### src/rtl/decode_queue_pkg.sv
// Shared decode constants: base opcodes, custom M-type {funct3, opcode} keys
// and the immediate-format encoding that execute also consumes.
package decode_queue_pkg;

  localparam logic [6:0] ITYPE_L = 7'b0000011;
  localparam logic [6:0] ITYPE_A = 7'b0010011;
  localparam logic [6:0] ITYPE_J = 7'b1100111;
  localparam logic [6:0] STYPE   = 7'b0100011;
  localparam logic [6:0] BTYPE   = 7'b1100011;
  localparam logic [6:0] UTYPE_L = 7'b0110111;
  localparam logic [6:0] UTYPE_U = 7'b0010111;
  localparam logic [6:0] JTYPE   = 7'b1101111;

  // Custom memory ops live in the custom-0/custom-1 opcode space, keyed with funct3
  localparam logic [9:0] MTYPE_L = {3'b010, 7'b0001011};
  localparam logic [9:0] MTYPE_S = {3'b010, 7'b0101011};

  typedef enum logic [2:0] {
    IMM_FMT_NONE = 3'd0,
    IMM_FMT_I    = 3'd1,
    IMM_FMT_S    = 3'd2,
    IMM_FMT_B    = 3'd3,
    IMM_FMT_U    = 3'd4,
    IMM_FMT_J    = 3'd5
  } imm_fmt_e;

endpackage

### src/rtl/decode_queue_imm_gen.sv
// Immediate generator: sign-extended immediate of a raw instruction word,
// zero when the instruction carries no immediate.
module decode_queue_imm_gen
  import decode_queue_pkg::*;
(
  input  logic [31:0] i_inst,
  output logic [31:0] o_imm
);

  logic [9:0]  w_f3op;
  logic [31:0] w_imm_i;
  logic [31:0] w_imm_s;
  logic [31:0] w_imm_b;
  logic [31:0] w_imm_u;
  logic [31:0] w_imm_j;

  assign w_f3op  = {i_inst[14:12], i_inst[6:0]};
  assign w_imm_i = {{20{i_inst[31]}}, i_inst[31:20]};
  assign w_imm_s = {{20{i_inst[31]}}, i_inst[31:25], i_inst[11:7]};
  assign w_imm_b = {{19{i_inst[31]}}, i_inst[31], i_inst[7], i_inst[30:25], i_inst[11:8], 1'b0};
  assign w_imm_u = {i_inst[31:12], 12'h000};
  assign w_imm_j = {{11{i_inst[31]}}, i_inst[31], i_inst[19:12], i_inst[20], i_inst[30:21], 1'b0};

  // Select immediate by opcode; M-type keys are only tried after base opcodes miss
  always_comb begin
    o_imm = 32'h0000_0000;
    case (i_inst[6:0])
      ITYPE_L, ITYPE_A, ITYPE_J: o_imm = w_imm_i;
      STYPE:                     o_imm = w_imm_s;
      BTYPE:                     o_imm = w_imm_b;
      UTYPE_L, UTYPE_U:          o_imm = w_imm_u;
      JTYPE:                     o_imm = w_imm_j;
      default: begin
        if (w_f3op == MTYPE_L) begin
          o_imm = w_imm_i;
        end else if (w_f3op == MTYPE_S) begin
          o_imm = w_imm_s;
        end else begin
          o_imm = 32'h0000_0000;
        end
      end
    endcase
  end

endmodule

### src/rtl/decode_queue.sv
// Fetch-to-execute instruction buffer; each entry is pre-decoded at enqueue
// so execute sees a registered immediate and format.
module decode_queue
  import decode_queue_pkg::*;
#(
  parameter int DEPTH = 2,
  parameter int PC_W  = 32
) (
  input  logic                       clk,
  input  logic                       rstn,
  input  logic                       flush_i,
  input  logic                       in_valid,
  output logic                       in_ready,
  input  logic [PC_W-1:0]            in_pc,
  input  logic [31:0]                in_inst,
  output logic                       out_valid,
  input  logic                       out_ready,
  output logic [PC_W-1:0]            out_pc,
  output logic [31:0]                out_inst,
  output logic [31:0]                out_imm,
  output logic [2:0]                 out_imm_fmt,
  output logic [$clog2(DEPTH+1)-1:0] count
);

  localparam int PW = $clog2(DEPTH);
  localparam int CW = $clog2(DEPTH + 1);
  localparam logic [CW-1:0] FULL_CNT = CW'(DEPTH);

  // Must mirror the decision order inside decode_queue_imm_gen
  function automatic imm_fmt_e fmt_of(input logic [31:0] inst);
    imm_fmt_e   f;
    logic [9:0] f3op;
    f3op = {inst[14:12], inst[6:0]};
    case (inst[6:0])
      ITYPE_L, ITYPE_A, ITYPE_J: f = IMM_FMT_I;
      STYPE:                     f = IMM_FMT_S;
      BTYPE:                     f = IMM_FMT_B;
      UTYPE_L, UTYPE_U:          f = IMM_FMT_U;
      JTYPE:                     f = IMM_FMT_J;
      default: begin
        if (f3op == MTYPE_L) begin
          f = IMM_FMT_I;
        end else if (f3op == MTYPE_S) begin
          f = IMM_FMT_S;
        end else begin
          f = IMM_FMT_NONE;
        end
      end
    endcase
    return f;
  endfunction

  logic [PC_W-1:0] r_pc   [DEPTH];
  logic [31:0]     r_inst [DEPTH];
  logic [31:0]     r_imm  [DEPTH];
  logic [2:0]      r_fmt  [DEPTH];

  logic [PW-1:0]   r_wr_ptr;
  logic [PW-1:0]   r_rd_ptr;
  logic [CW-1:0]   r_count;

  logic            w_push;
  logic            w_pop;
  logic [31:0]     w_imm;

  decode_queue_imm_gen u_imm_gen (
    .i_inst (in_inst),
    .o_imm  (w_imm)
  );

  assign in_ready    = (r_count != FULL_CNT);
  assign out_valid   = (r_count != CW'(0));
  assign w_push      = in_valid && in_ready;
  assign w_pop       = out_valid && out_ready;

  assign out_pc      = r_pc[r_rd_ptr];
  assign out_inst    = r_inst[r_rd_ptr];
  assign out_imm     = r_imm[r_rd_ptr];
  assign out_imm_fmt = r_fmt[r_rd_ptr];
  assign count       = r_count;

  // Entry storage carries no reset; stale contents are hidden by count
  always_ff @(posedge clk) begin
    if (w_push) begin
      r_pc[r_wr_ptr]   <= in_pc;
      r_inst[r_wr_ptr] <= in_inst;
      r_imm[r_wr_ptr]  <= w_imm;
      r_fmt[r_wr_ptr]  <= fmt_of(in_inst);
    end
  end

  // Pointer and occupancy control; reset beats flush, flush beats push/pop
  always_ff @(posedge clk) begin
    if (!rstn) begin
      r_wr_ptr <= PW'(0);
      r_rd_ptr <= PW'(0);
      r_count  <= CW'(0);
    end else if (flush_i) begin
      r_wr_ptr <= PW'(0);
      r_rd_ptr <= PW'(0);
      r_count  <= CW'(0);
    end else begin
      if (w_push) begin
        r_wr_ptr <= r_wr_ptr + PW'(1);
      end
      if (w_pop) begin
        r_rd_ptr <= r_rd_ptr + PW'(1);
      end
      case ({w_push, w_pop})
        2'b10:   r_count <= r_count + CW'(1);
        2'b01:   r_count <= r_count - CW'(1);
        default: r_count <= r_count;
      endcase
    end
  end

endmodule

### config.mk
export PLATFORM = sky130hd
export DESIGN_NAME = decode_queue
export DESIGN_NICKNAME = d
export VERILOG_FILES = /design/src/rtl/decode_queue_pkg.sv /design/src/rtl/decode_queue_imm_gen.sv /design/src/rtl/decode_queue.sv
export SDC_FILE = /design/constraint.sdc
export NUM_CORES = 1
export LEC_CHECK = 0
export ABC_CLOCK_PERIOD_IN_PS = 6350
export CORE_UTILIZATION = 46
export CTS_CLUSTER_SIZE = 28
export DETAILED_ROUTE_END_ITERATION = 8
export PLACE_DENSITY_LB_ADDON = 0.08
export SYNTH_ARGS = -nofsm -noshare
export SYNTH_HDL_FRONTEND = slang
export SYNTH_SLANG_ARGS = --single-unit
### constraint.sdc
create_clock -name clk -period 6.35 [get_ports clk]
set_input_delay 1.27 -clock clk [delete_from_list [all_inputs] [get_ports clk]]
set_output_delay 1.27 -clock clk [all_outputs]
set_load 0.02 [all_outputs]
==> run_results.csv, run 1 <==
group,metric,value,unit
critical_path,r2r_start,"count[0]",
yosys,synth_xor_area_frac,0.005498,
critical_path,worstSetupPathType,"reg -> out",
yosys,synth.top_cells.by_area,"edfxtp_1 75%, mux2_2 14%, a21o_1 1.8%",
yosys,synth_commonest_cells,"198 x edfxtp_1, 99 x mux2_2, 19 x a21o_1, 12 x clkbuf_1, 9 x nor2_1",
pwr,p_leak,3.769,nW
yosys,netlist_area,0.007965,mm2
grt,grt_antenna_before_repair,0,
floorplanning,num_rows,47,
grt,grt_pass1_vias,4428,
critical_path,r2r_setup_slack,4.01,ns
grt,grt_max_degree,54,
placement,routabilityCongestion,0.7537,
drt,antenna_left,0,
critical_path,r2r-end,"r_pc[1][30]",
clock_network,postCtsResizedCells,0,
critical_path,cp_max_fo,52,
grt,gr-usage-all-layers,0.1756,
drt,vias,4326,
timing,period_minus_slack,4.269,ns
yosys,yosysMostFrequentCell,"edfxtp_1",
yosys,synth_top_area_frac,0.7465,
timing,hold_viol,0,
yosys,synth_top_family_by_area,"multiplexers",
critical_path,required,5.08,ns
critical_path,critPathCaptureType,"output port",
drt,wl,15730,um
yosys,ys_ff_latch,203,
yosys,syn_area_per_cell,19.01,um2
placement,hpwlAfterDp,9890,um
clock_network,clkLatencyLatePin,0.49,ns
timing,finalCritPeriodShare,0.6722,
timing,clock_skew,0.006586,ns
yosys,synth_cell_types,44,
timing,worstMarginPinSlew,1.086,ns
floorplanning,die_w,133.6,um
flow_run,drv_cap,0,
yosys,synth_compound_area_frac,0.04304,
floorplanning,start_util,0.4753,
outcome,outcome,"completed",
placement,io_buffers,171,
drt,via_per_inst,5.162,
finish,num_antenna_cells,0,
yosys,synth.area.mux_share,0.1400,
timing,tns,0,ns
clock_network,post_cts_buffers,0,
timing,fmax,0.2343,GHz
finish,n_fill_cell,1208,
critical_path,rr_worst_depth,3,
drt,firstDrtPassIters,4,
grt,grt_pass1_wl,24310,um
drt,drc_errors,0,
critical_path,critPathLaunchType,"register",
clock_network,clk_path_buf_depth,3,
clock_network,postCtsHoldBufs,0,
critical_path,arrival,3.00,ns
timing,rsz0062_at_grt,"false",
yosys,synth_edf_count,198,
timing,relSlewSlack,0.2570,
finish,area_delta_synth_final,33.82,%
clock_network,cts_made_buffers,22,
yosys,synth_fa_ha_area_frac,0.001571,
yosys,ys_seq_area_frac,0.7590,
worst_hold_path,hold_class,"reg -> reg",
yosys,synthCells,419,
pwr,power_density,296.1,mW/mm2
timing,setup_viol,0,
floorplanning,pin_count,172,
drt,drt_iter0_drc,223,
placement,dp_cells,798,
yosys,synthArstFlopShare,0,
yosys,syn-num-nets,489,
yosys,yosys_warnings,0,
drt,wl_per_cell,18.77,um
floorplanning,core,0.01676,mm2
grt,overflow,0,
clock_network,htreeDepth,1,
floorplanning,dieHeight,133.6,um
clock_network,cts_tree,"done",
yosys,synth-simple-area-share,0.03943,
finish,stdcell_area,0.01066,mm2
finish,nets,672,
placement,dpl_cell_area,0.009922,mm2
yosys,synth_top_cell_by_area,"edfxtp_1",
finish,multi_input_area,0.001841,mm2
pwr,ir_drop,186.0,uV
clock_network,cts-root-buf,"clkbuf_16",
finish,regArea,0.006050,mm2
clock_network,cts.sinks,203,
finish,utilization,0.6360,
clock_network,path_clk_slew,0.05,ns
finish,drive_above_1_share,0.2492,
timing,maxSlewViolCount,0,
finish,final_cells,838,
yosys,synth_ff_type,"edfxtp_1",
floorplanning,die_area,0.01785,mm2
critical_path,endpoint,"out_inst[0]",
==> registers in the layout, indices dropped and copies added (netlist names), named ones only <==
signal and count:
count 2, r_fmt 6, r_imm 64, r_inst 64, r_pc 64, r_rd_ptr 1
r_wr_ptr 1
==> power breakdown <==
part	leakage, nW	total, mW	internal (mW)	switching, mW
registers	1.97	1.55	1.53	0.0164
clock network	0.356	1.28	0.782	0.494
logic	1.45	0.329	0.165	0.164
==> final cells by class <==
cell class                      instances  share of cell area
Clock buffer                           25             0.05470
Clock inverter                         15             0.01444
Inverter                                2           0.0007043
Multi-Input combinational cell        197              0.1727
Sequential cell                       203              0.5676
Tap cell                              220             0.02582
Timing Repair Buffer                  176              0.1641
==> cells in the final DEF, fill, tap and decap left out, types with 2 or more instances in the layout <==
cell / netlist / layout
edfxtp_1: 198 / 198
dfxtp_1: 5 / 4
and3_1: 3 / 2
nand2b_1: 2 / 2
nor2_1: 9 / 8
xnor2_1: 2 / 2
nor2b_1: 2 / 2
clkinv_1: 0 / 6
or2_2: 2 / 2
a31oi_4: 2 / 2
and2_1: 7 / 7
nand3_1: 3 / 3
clkinv_2: 0 / 3
or3_1: 3 / 3
inv_1: 2 / 2
a21oi_1: 6 / 6
a21o_1: 19 / 19
clkinvlp_4: 0 / 2
a22o_1: 4 / 4
clkbuf_1: 12 / 2
buf_4: 0 / 5
clkdlybuf4s50_1: 0 / 171
clkbuf_16: 0 / 23
nor4b_2: 2 / 2
nand2_1: 5 / 5
a31oi_1: 3 / 3
mux2_2: 99 / 99
xor2_1: 3 / 3
nor3_1: 2 / 2
bufinv_16: 0 / 3
o21ai_0: 2 / 2
==> worst max-delay path: stages (launching register included) <==
cell             delay [ns]
dfxtp_4                0.82
buf_4                  0.66
mux2_2                 0.43
clkdlybuf4s50_1        0.54
==> cell families (layout without fill, tap and decap cells) <==
group	Yosys count	after routing
muxes	99	99
buffers and inverters	19	218
xor gates and xnor gates	5	5
DFF	203	203
and+or+nand+nor	49	49
AOI/OAI and AO/OA	43	43
adders and majority gates	1	1
==> layer usage <==
metal / vias up / wire length (um) / track usage
met5: - / 0 / 0
met2: 135 / 7288 / 0.2679
li1: 2023 / - / -
met1: 2147 / 7169 / 0.2480
met4: 0 / 236 / 0.04987
met3: 21 / 1032 / 0.04756
==> worst min path at each step <==
stage / depth (start not counted) / slack [ns] / to / from
finish: 2 / 0.51 / register / r_rd_ptr
global route: 2 / 0.53 / register / r_rd_ptr
CTS: 2 / 0.51 / register / r_rd_ptr
detailed placement: 2 / 0.50 / register / r_rd_ptr
global placement: 2 / 0.50 / count[1] / count[1]
floorplan: 2 / 0.48 / register / r_rd_ptr
==> through the flow <==
| stage | worst slack (ns) | hold slack, ns | total power [mW] |
|---|---|---|---|
| after CTS | 2.035 | 0.5147 | 3.194 |
| after global routing | 1.932 | 0.5264 | 3.265 |
| after floorplan | 0.3017 | 0.4811 | 1.742 |
| after global placement | 2.570 | 0.4975 | 1.906 |
| after detailed placement | 2.576 | 0.5013 | 1.911 |
| final | 2.081 | 0.5109 | 3.156 |
Note: power is estimated with default switching activity, not from simulation.
==> inputs of run 2 (changes only) <==
- ABC_CLOCK_PERIOD_IN_PS: 6350 -> 4500
- CORE_UTILIZATION: 46 -> 51
- clock period: 6.35 -> 4.5 ns (I/O delays scaled with it)
==> run 2 against run 1 <==
Effect of this change: sequential power grew 41%; non-clock buffer count grew 1; critical endpoint is now out_inst[29]; critical path type unchanged; highest routed layer unchanged; worst hold slack gained 0.014 ns.
==> run_results.csv, run 2 (synthesis results as in run 1) <==
group,metric,value,unit
outcome,outcome,"completed",
floorplanning,die_area,0.01612,mm2
grt,grt_antenna_before_repair,0,
grt,grt_max_degree,51,
floorplanning,num_rows,45,
finish,regArea,0.006050,mm2
drt,antenna_left,0,
critical_path,worstSetupPathType,"reg -> out",
clock_network,cts_made_buffers,21,
grt,grt_pass1_wl,23960,um
drt,vias,4340,
clock_network,postCtsResizedCells,0,
critical_path,cp_max_fo,34,
critical_path,cp_cell_sequence,"buf_4, mux2_2, clkdlybuf4s50_1",
clock_network,post_cts_buffers,0,
critical_path,cp_slowest_cell,"dfxtp_4",
timing,finalCritPeriodShare,0.7491,
finish,top_regs,"r_imm (64), r_inst (64), r_pc (64)",
critical_path,r2r_start,"count[0]",
finish,utilization,0.6946,
critical_path,arrival,2.47,ns
critical_path,path_buf_inv,2,
critical_path,critPathLaunchType,"register",
placement,hpwlAfterDp,9795,um
floorplanning,pin_count,172,
clock_network,htreeDepth,1,
floorplanning,start_util,0.5240,
critical_path,r2r_setup_slack,2.55,ns
finish,num_antenna_cells,0,
finish,stdcell_area,0.01056,mm2
floorplanning,core,0.01520,mm2
timing,setup_viol,0,
finish,nets,672,
drt,drc_errors,0,
placement,routabilityCongestion,0.8317,
grt,grt_pass1_vias,4434,
critical_path,required,3.60,ns
drt,via_per_inst,5.398,
clock_network,cts.sinks,203,
clock_network,cts_tree,"done",
timing,maxSlewViolCount,0,
clock_network,cts-root-buf,"clkbuf_16",
timing,tns,0,ns
pwr,power_density,403.0,mW/mm2
timing,clock_skew,0.007299,ns
placement,pre_cts_ws,1.214,ns
clock_network,clk_path_buf_depth,3,
placement,dpl_cell_area,0.009915,mm2
worst_hold_path,min_from,"r_rd_ptr",
floorplanning,dieHeight,127.0,um
clock_network,path_clk_slew,0.06,ns
grt,gr-usage-all-layers,0.1936,
critical_path,crit_path_max_incr_delay,0.66,ns
pwr,ir_drop,286.9,uV
drt,firstDrtPassIters,4,
finish,final_common_cell,"edfxtp_1",
placement,dp_cells,767,
clock_network,postCtsHoldBufs,0,
finish,area_delta_synth_final,32.56,%
timing,relSlewSlack,0.4865,
grt,overflow,0,
flow_run,drv_cap,0,
finish,drive_above_1_share,0.2435,
timing,worstMarginPinSlew,0.7682,ns
finish,n_fill_cell,1050,
timing,rsz0062_at_grt,"false",
drt,wl,15220,um
floorplanning,die_w,127.0,um
timing,fmax,0.2967,GHz
timing,period_minus_slack,3.371,ns
finish,multi_input_area,0.001841,mm2
drt,drt_iter0_drc,261,
worst_hold_path,hold_class,"reg -> reg",
pwr,power,4.256,mW
timing,hold_viol,0,
drt,wl_per_cell,18.93,um
critical_path,cp_top_family,"buffers and inverters",
pwr,p_leak,3.740,nW
finish,final_cell_mix,"198 x edfxtp_1, 171 x clkdlybuf4s50_1, 99 x mux2_2",
timing,fin_hold_ws,0.5253,ns
placement,io_buffers,171,
timing,setup_slack,1.129,ns
clock_network,clkLatencyLatePin,0.48,ns
critical_path,critPathCaptureType,"output port",
finish,final_cells,804,
==> run 2: final cells by class <==
type | count | share of cell area
clock buffers | 29 | 0.05546
clock inverters | 8 | 0.005569
inverters | 2 | 0.0007110
multi-input cells | 197 | 0.1743
flip-flops and latches | 203 | 0.5729
well taps | 188 | 0.02228
repair buffers | 177 | 0.1687
==> run 2: worst register-to-register path: stages, from the launching register on <==
cell,delay (ns)
dfxtp_1,0.39
nand2b_1,0.17
and3_4,0.66
buf_12,0.36
==> run 2: where the power goes <==
part           internal, mW  switching (mW)
Combinational         0.234           0.235
Clock                 0.959           0.640
Sequential             2.17          0.0212
==> run 2: layer usage <==
metal  global-route usage  vias up  part of all wire
met5                    0        -                 0
met3              0.05193       17             0.074
met1               0.2488     2167              0.41
li1                     -     2016                 -
met2               0.3264      140              0.50
met4              0.05392        0             0.014
==> run 2: path summary, 6_finish.rpt <==
check	cells after the start	to
worst max-delay path	3	out_inst[29]
worst min-delay path	2	r_rd_ptr
worst max register to register	3	r_pc[1][6]
worst min register to register	2	r_rd_ptr
==> inputs of run 3 (changes only) <==
- ABC_CLOCK_PERIOD_IN_PS: 4500 -> 3300
- clock period: 4.5 -> 3.3 ns (I/O delays scaled with it)
==> run 3 against run 2 <==
Effect of this change: die area unchanged; register-to-register slack got worse by 0.99 ns; clock power increased by 49%; cell count increased by 0.87%; sequential share of layout area decreased by 0.60 points; via count increased by 1.3%; worst hold slack got worse by 0.00099 ns; non-clock buffer count increased by 4; power increased by 41%; sequential cell count unchanged; clock skew increased by 0.0039 ns; critical endpoint is now out_inst[0].
==> run_results.csv, run 3 (synthesis results as in run 1) <==
group,metric,value,unit
grt,gr-usage-all-layers,0.1927,
finish,area_delta_synth_final,33.98,%
drt,via_per_inst,5.422,
critical_path,rr_worst_depth,4,
critical_path,worstSetupPathType,"reg -> out",
grt,globalRouteMet1Util,0.2501,
critical_path,r2r_start,"count[0]",
finish,drive_above_1_share,0.2584,
pwr,power_density,563.6,mW/mm2
clock_network,postCtsHoldBufs,0,
grt,grt_pass1_vias,4532,
timing,relSlewSlack,0.1720,
timing,rsz0062_at_grt,"false",
floorplanning,dieHeight,127.0,um
finish,final_cell_mix,"198 x edfxtp_1, 171 x clkdlybuf4s50_1, 99 x mux2_2",
timing,worstMarginPinSlew,1.233,ns
drt,drt_iter0_drc,362,
clock_network,htreeDepth,1,
critical_path,critPathLaunchType,"register",
finish,num_antenna_cells,0,
timing,tns,0,ns
clock_network,cts_tree,"done",
flow_run,drv_cap,0,
clock_network,cts-root-buf,"clkbuf_16",
grt,grt_antenna_before_repair,0,
critical_path,required,2.64,ns
timing,maxSlewViolCount,0,
floorplanning,pin_count,172,
placement,io_buffers,171,
floorplanning,die_area,0.01612,mm2
timing,fmax,0.3315,GHz
clock_network,path_clk_slew,0.06,ns
grt,grt.met3_usage,0.05235,
timing,period_minus_slack,3.016,ns
placement,dpl_cell_area,0.009957,mm2
critical_path,arrival,2.36,ns
grt,overflow,0,
drt,wl,15540,um
timing,clock_skew,0.01123,ns
clock_network,clkLatencyLatePin,0.49,ns
worst_hold_path,hold_class,"reg -> reg",
floorplanning,core,0.01520,mm2
timing,setup_viol,0,
finish,n_fill_cell,1034,
drt,vias,4397,
outcome,outcome,"completed",
clock_network,clk_path_buf_depth,3,
grt,grt_max_degree,100,
critical_path,r2r-end,"r_imm[0][25]",
timing,hold_viol,0,
timing,finalCritPeriodShare,0.9141,
grt,busiest_layer,"met2",
finish,stdcell_area,0.01067,mm2
worst_hold_path,holdPathEnd,"count[1]",
drt,drc_errors,0,
clock_network,post_cts_buffers,0,
floorplanning,start_util,0.5240,
pwr,ir_drop,531.8,uV
drt,wl_per_cell,19.17,um
critical_path,cp_max_fo,35,
critical_path,r2r_setup_slack,1.56,ns
drt,antenna_left,0,
critical_path,critPathCaptureType,"output port",
clock_network,cts.sinks,203,
floorplanning,die_w,127.0,um
clock_network,postCtsResizedCells,0,
grt,use_met2,0.3180,
grt,grt_pass1_wl,23860,um
critical_path,cp_slowest_cell,"dfxtp_4",
drt,firstDrtPassIters,4,
floorplanning,num_rows,45,
finish,final_common_cell,"edfxtp_1",
critical_path,cp_cell_sequence,"buf_12, mux2_2, clkdlybuf4s50_1",
worst_hold_path,holdPathStages,2,
clock_network,cts_made_buffers,22,
worst_hold_path,min_from,"count[1]",
pwr,power,6.014,mW
finish,nets,677,
critical_path,crit_path_max_incr_delay,0.61,ns
pwr,p_leak,3.799,nW
placement,routabilityCongestion,0.7906,
placement,hpwlAfterDp,9749,um
finish,top_regs,"r_imm (64), r_inst (64), r_pc (64)",
run 3: cell count changes in the layout (fill, tap and decap cells not counted):
cell | before | now
buf_12 | 2 | 3
buf_4 | 4 | 7
bufinv_16 | 1 | 2
clkbuf_1 | 5 | 4
clkbuf_16 | 21 | 23
clkbuf_8 | 3 | 0
clkinv_1 | 5 | 2
clkinv_2 | 2 | 6
clkinvlp_4 | 0 | 2
inv_8 | 0 | 1
run 3: power by group:
part / internal [mW] / switching, mW
logic: 0.323 / 0.320
clock network: 1.44 / 0.952
registers: 2.95 / 0.0292
total: 4.71 / 1.30
run 3: metal layers:
| layer | up-vias | wire length, um |
|---|---|---|
| met5 | - | 0 |
| met4 | 0 | 350 |
| met3 | 29 | 1059 |
| met2 | 151 | 7638 |
| met1 | 2182 | 6495 |
| li1 | 2035 | - |
run 3: per-stage QoR:
stage | hold WS (ns) | setup WS (ns) | cells | utilization
floorplan | 0.4811 | 0.4328 | 419 | -
global placement | 0.4938 | 0.3733 | 771 | 0.6550
detailed placement | 0.5276 | 0.3327 | 771 | 0.6550
CTS | 0.5319 | 0.2524 | 811 | 0.7020
global route | 0.5724 | 0.1884 | 811 | 0.7020
finish | 0.5244 | 0.2836 | 811 | 0.7020
run 3: cell type report:
class                   count  area, um2  share of cell area
well taps                 188      235.2             0.02204
clock inverters            13      123.9             0.01161
inverters                   2      7.507           0.0007035
flip-flops and latches    203       6050              0.5669
multi-input cells         197       1841              0.1725
clock buffers              27      590.6             0.05534
repair buffers            181       1824              0.1709
run 3: worst max-delay path, delay by kind of cell (launching register included):
family                 cells  cell delay (ns)
buffers and inverters      2             0.83
flip-flops                 1             0.61
multiplexers               1             0.37
run 3: worst max-delay path by stage:
stage | cells past startpoint | end | start | slack (ns)
5_1_grt | 3 | out_imm[8] | register | 0.19
3_5_place_dp | 4 | r_imm[1][22] | in_inst[2] | 0.33
6_report | 3 | out_inst[0] | register | 0.28
2_1_floorplan | 3 | r_fmt[0][0] | count[0] | 0.43
3_3_place_gp | 4 | r_imm[0][26] | in_inst[2] | 0.37
4_1_cts | 3 | out_imm[8] | register | 0.25
